## config.mk

```make
export PLATFORM = sky130hd
export DESIGN_NAME = tt3_sweep_ctrl
export DESIGN_NICKNAME = d
export VERILOG_FILES = /design/src/rtl/tt3_sweep_ctrl.sv
export SDC_FILE = /design/constraint.sdc
export NUM_CORES = 1
export LEC_CHECK = 0
export ABC_CLOCK_PERIOD_IN_PS = 4650
export CAP_MARGIN = 20
export CORE_MARGIN = 5
export CORE_UTILIZATION = 48
export CTS_CLUSTER_SIZE = 24
export DETAILED_ROUTE_END_ITERATION = 8
export PLACE_DENSITY = 0.74
export SLEW_MARGIN = 20
export SYNTH_ARGS = -nofsm -noshare
export SYNTH_HDL_FRONTEND = slang
export SYNTH_SLANG_ARGS = --single-unit
```

## constraint.sdc

```tcl
create_clock -name clk -period 4.65 [get_ports clk]
set_clock_uncertainty 0.2 [all_clocks]
set_input_delay 0.93 -clock clk [delete_from_list [all_inputs] [get_ports clk]]
set_output_delay 0.93 -clock clk [all_outputs]
set_load 0.02 [all_outputs]
```

## src/rtl/tt3_sweep_ctrl.sv

```systemverilog
// Truth-table sweep controller for one 3-input gate: steps rows 000..111, settles, majority-votes gate_out.
// Optional GLITCH_CHECK_EN adds the unstable[7:0] port flagging rows whose samples disagreed.
module tt3_sweep_ctrl #(
    parameter int          SETTLE_CYCLES = 16,
    parameter int          SAMPLES       = 3,
    parameter logic [7:0]  EXPECTED      = 8'hA6
) (
    input  logic       clk,
    input  logic       rst,
    input  logic       start,
    input  logic       gate_out,
    output logic       in1,
    output logic       in2,
    output logic       in3,
    output logic       busy,
    output logic       done,
    output logic [7:0] table_out,
    output logic       pass,
    output logic [7:0] mismatch
`ifdef GLITCH_CHECK_EN
    ,
    output logic [7:0] unstable
`endif
);

    typedef enum logic [1:0] {ST_IDLE, ST_APPLY, ST_SAMPLE, ST_DONE} state_t;

    localparam logic [15:0] SETTLE_LOAD = 16'(SETTLE_CYCLES - 1);
    localparam logic [15:0] SAMPLE_LOAD = 16'(SAMPLES - 1);

    state_t      state, state_next;
    logic [2:0]  row;
    logic [15:0] cnt;
    logic [3:0]  ones;
    logic [3:0]  ones_next;
    logic        vote;
    logic [7:0]  tbl_next;

    assign ones_next = ones + {3'b000, gate_out};
    // Majority: doubling the count avoids a divide and stays exact for odd SAMPLES.
    assign vote      = {ones_next, 1'b0} > 5'(SAMPLES);

    // NOTE: every signal written in always_comb gets a default first, so no latch is inferred.
    always_comb begin
        tbl_next       = table_out;
        tbl_next[~row] = vote;
    end

`ifdef GLITCH_CHECK_EN
    logic [7:0] unst_next;
    always_comb begin
        unst_next       = unstable;
        unst_next[~row] = (ones_next != 4'd0) && (ones_next != 4'(SAMPLES));
    end
`endif

    // NOTE: sequential state uses non-blocking assignments so every register samples pre-edge values.
    always_ff @(posedge clk) begin
        if (rst) state <= ST_IDLE;
        else     state <= state_next;
    end

    always_comb begin
        state_next = state;
        case (state)
            ST_IDLE:   if (start) state_next = ST_APPLY;
            ST_APPLY:  if (cnt == 16'd0) state_next = ST_SAMPLE;
            ST_SAMPLE: if (cnt == 16'd0) state_next = (row == 3'd7) ? ST_DONE : ST_APPLY;
            ST_DONE:   state_next = ST_IDLE;
            default:   state_next = ST_IDLE;
        endcase
    end

    always_comb begin
        busy = (state == ST_APPLY) || (state == ST_SAMPLE);
        done = (state == ST_DONE);
        {in1, in2, in3} = busy ? row : 3'b000;
    end

    always_ff @(posedge clk) begin
        if (rst) begin
            row       <= 3'd0;
            cnt       <= 16'd0;
            ones      <= 4'd0;
            table_out <= 8'h00;
            pass      <= 1'b0;
            mismatch  <= 8'h00;
`ifdef GLITCH_CHECK_EN
            unstable  <= 8'h00;
`endif
        end else begin
            case (state)
                ST_IDLE: if (start) begin
                    row       <= 3'd0;
                    cnt       <= SETTLE_LOAD;
                    table_out <= 8'h00;
                    pass      <= 1'b0;
                    mismatch  <= 8'h00;
`ifdef GLITCH_CHECK_EN
                    unstable  <= 8'h00;
`endif
                end
                ST_APPLY: begin
                    if (cnt == 16'd0) begin
                        cnt  <= SAMPLE_LOAD;
                        ones <= 4'd0;
                    end else begin
                        cnt <= cnt - 16'd1;
                    end
                end
                ST_SAMPLE: begin
                    ones <= ones_next;
                    if (cnt == 16'd0) begin
                        table_out <= tbl_next;
                        cnt       <= SETTLE_LOAD;
                        row       <= row + 3'd1;
`ifdef GLITCH_CHECK_EN
                        unstable  <= unst_next;
                        if (row == 3'd7) begin
                            pass     <= (tbl_next == EXPECTED) && (unst_next == 8'h00);
                            mismatch <= tbl_next ^ EXPECTED;
                        end
`else
                        if (row == 3'd7) begin
                            pass     <= (tbl_next == EXPECTED);
                            mismatch <= tbl_next ^ EXPECTED;
                        end
`endif
                    end else begin
                        cnt <= cnt - 16'd1;
                    end
                end
                default: ;
            endcase
        end
    end

endmodule
```

==> metrics <==
status=completed; most frequent cells after synthesis=42 x dfxtp_1, 26 x nand2_1, 25 x nor2_1; Power Total=1.479 mW; Critical Path Start=gate_out; Cell Int Power=814.5 uW; placement-stage worst setup slack=954.4 ps; # Post-CTS Setup Buffers=0; initial core utilization=49.33%; Reg2Reg Setup Slack=1970 ps; cts bufs inserted=5; slew at the pin closest to its max-slew limit=878.8 ps; synthesized area per cell=8.510 sq um; Synth top area share=a little over a third; global-route wire length before repair=9.087 mm; Seq cells post-synth=42; Routed Antenna Nets=0; H-tree levels=2; Reg-to-Reg Start=state[0]$_SDFFE_PP0P_; pin count of the biggest net entering global routing=24; Num Clock Sinks=42; Final period util=between 70% and 80%; row count=25; leakage power=1.011 nW; Worst Hold Launch=mismatch[2]$_SDFFE_PP0P_; RR Endpoint=cnt[9]$_SDFFE_PP0P_; post-synth top area cell=dfxtp_1; Worst Setup End Kind=flop; Routability Congestion=0.8848; 1st-iter DRT viols=about 140; post-layout instance area=2704 sq um; via/cell ratio=5.851; Final nets=308; maximum vdd drop=0.0002446 V; number of synthesized flops with an enable pin=0; Period minus WS final=about 3400 ps; power density cells=547.0 nW/um^2; Detailed Place HPWL=3.800 mm; Critical Path Fanout Max=11; post-cts hold buffer count=0; Comb pwr share=roughly half; largest cells by area after synthesis=dfxtp_1 36%, ha_1 5.4%, nand2_1 4.2%; data required time of the worst path=4700 ps; Psw=664.6 uW; vias=2042; register area share after synthesis=36.32%; CTS root buffer=clkbuf_8; Final Worst Setup Slack=1284 ps; core outline area=~4700 sq um; Total GRT Usage=18.15%; Distinct cells, synth=51; Clock transition at path regs=90 ps; Overflow after GRT=0; Worst Setup Start Kind=input pin; crit path DAT=approximately 3400 ps; vias in the first global route=1831; delay-heaviest family, CP=compound AO/OA/AOI/OAI gates; Filler cells=425; R2R cell count=7; CTS tree=yes; Sw Ratio=44.93%; critical path buffer and inverter count=2; DRC=0; Die Y=79.45 um; slew margin rel.=between 40 and 50%; clk buf depth=2; Final Hold Viols=0; initial antenna violation count=0; fmax=0.2971 GHz; Post-Syn Instances=approximately 270; max-slew violations=0; IO buf count=25; final setup violating endpoints=0; Layout Area Growth over Synthesis=16.81%; Syn. warnings=0; Initial DRT Pass Iterations=4; Worst path max stage delay=710 ps; Antenna Diode Count=0; ys async rst share=0%; synthesized area=2315 sq um; I/O pin cnt=26; WL per Instance=15.41 um; Setup Total Neg Slack=0 ps; Die ar.=between 6000 and 7000 sq um; CP max-delay cell=a41oi_1; end of the worst hold path=mismatch[2]$_SDFFE_PP0P_; WS Path Type=input pin to flop; RSZ-0062 raised after global routing=no; CP Cell Sequence=clkdlybuf4s50_1 -> ha_1 -> ha_1 -> inv_1 -> a41oi_1 -> mux2i_1 -> o41ai_1 -> a41o_1; worst min-delay path class=flop to flop; hold path depth=1; most frequent CP cell=ha_1; Worst-Skew Late Latency=around 300 ps; clock power share=19.8%; area post-placement=2591 sq um; cts repair resizes=0; Main synth FF type=dfxtp_1; die width=79.45 um; sequential share of power=between 30% and 40%; WL final=5.378 mm; most frequent cell after synthesis=dfxtp_1; post-synth net total=286; number of max-cap violations=0; share of layout cells above drive strength 1=8.136%
[placed cells by master (no fill, tap or decap), types with 6 or more instances in the layout]
cell / n
nand3_1: 12
a21oi_1: 18
dfxtp_1: 42
xor2_1: 6
nor2_1: 25
nand2_1: 26
inv_1: 6
nand3b_1: 6
ha_1: 10
and2_1: 7
o21ai_0: 10
clkdlybuf4s50_1: 25
nor3_1: 7
nand2b_1: 8
[area by class of cell]
cell class	instances	area [sq um]	share of cell area, %
multi-input cells	213	1403	51.87
flip-flops and latches	42	840.8	31.10
repair buffers	26	257.7	9.533
clock buffers	5	68.82	2.545
well taps	54	67.56	2.499
clock inverters	3	43.79	1.620
inverters	6	22.52	0.8329
[state kept, by name, summed over array words and instances (netlist names)]
signal,count
pass,1
mismatch,8
row,3
table_out,8
cnt,16
state,2
ones,4
[power groups by stage]
stage | sequential, mW | combinational [mW] | clock [mW]
after global placement | 0.466 | 0.699 | 0
final | 0.462 | 0.725 | 0.293
after floorplan | 0.455 | 0.586 | 0
after CTS | 0.461 | 0.715 | 0.302
after detailed placement | 0.469 | 0.705 | 0
after global routing | 0.469 | 0.802 | 0.314
[how the worst max path moves through the flow]
stage / endpoint / slack, ps / depth (start not counted)
3_5_place_dp: pass$_SDFFE_PP0P_ / 950 / 8
4_1_cts: pass$_SDFFE_PP0P_ / 1280 / 8
3_3_place_gp: pass$_SDFFE_PP0P_ / 1070 / 8
6_report: pass$_SDFFE_PP0P_ / 1280 / 8
2_1_floorplan: pass$_SDFFE_PP0P_ / 1900 / 8
5_1_grt: pass$_SDFFE_PP0P_ / 1030 / 8
[logic make-up after synthesis]
kind of cell | Yosys count | share of synthesized area [%]
fa+ha+maj | 10 | 5.405
mux | 10 | 4.595
simple gates | 117 | 27.08
compound gates | 66 | 19.73
xor+xnor | 10 | 3.784
buf+inv | 17 | 3.081
flops | 42 | 36.32
[metrics by stage]
step | util (%) | hold WS (ps) | instances
final | 57.63 | 271.4 | 349
after global routing | 57.63 | 305.0 | 349
after CTS | 57.63 | 277.3 | 349
after detailed placement | 55.23 | 255.4 | 341
after global placement | 55.23 | 251.8 | 341
after floorplan | - | 257.8 | 272
[per-layer routing]
metal	up-vias	part of all wire [%]	track usage [%]
met5	-	0	0
met4	0	1.6	6.701
met3	6	6.2	4.063
met2	66	43	25.54
met1	938	49	26.73
li1	1032	-	-
(Power assumes the default switching activity.)
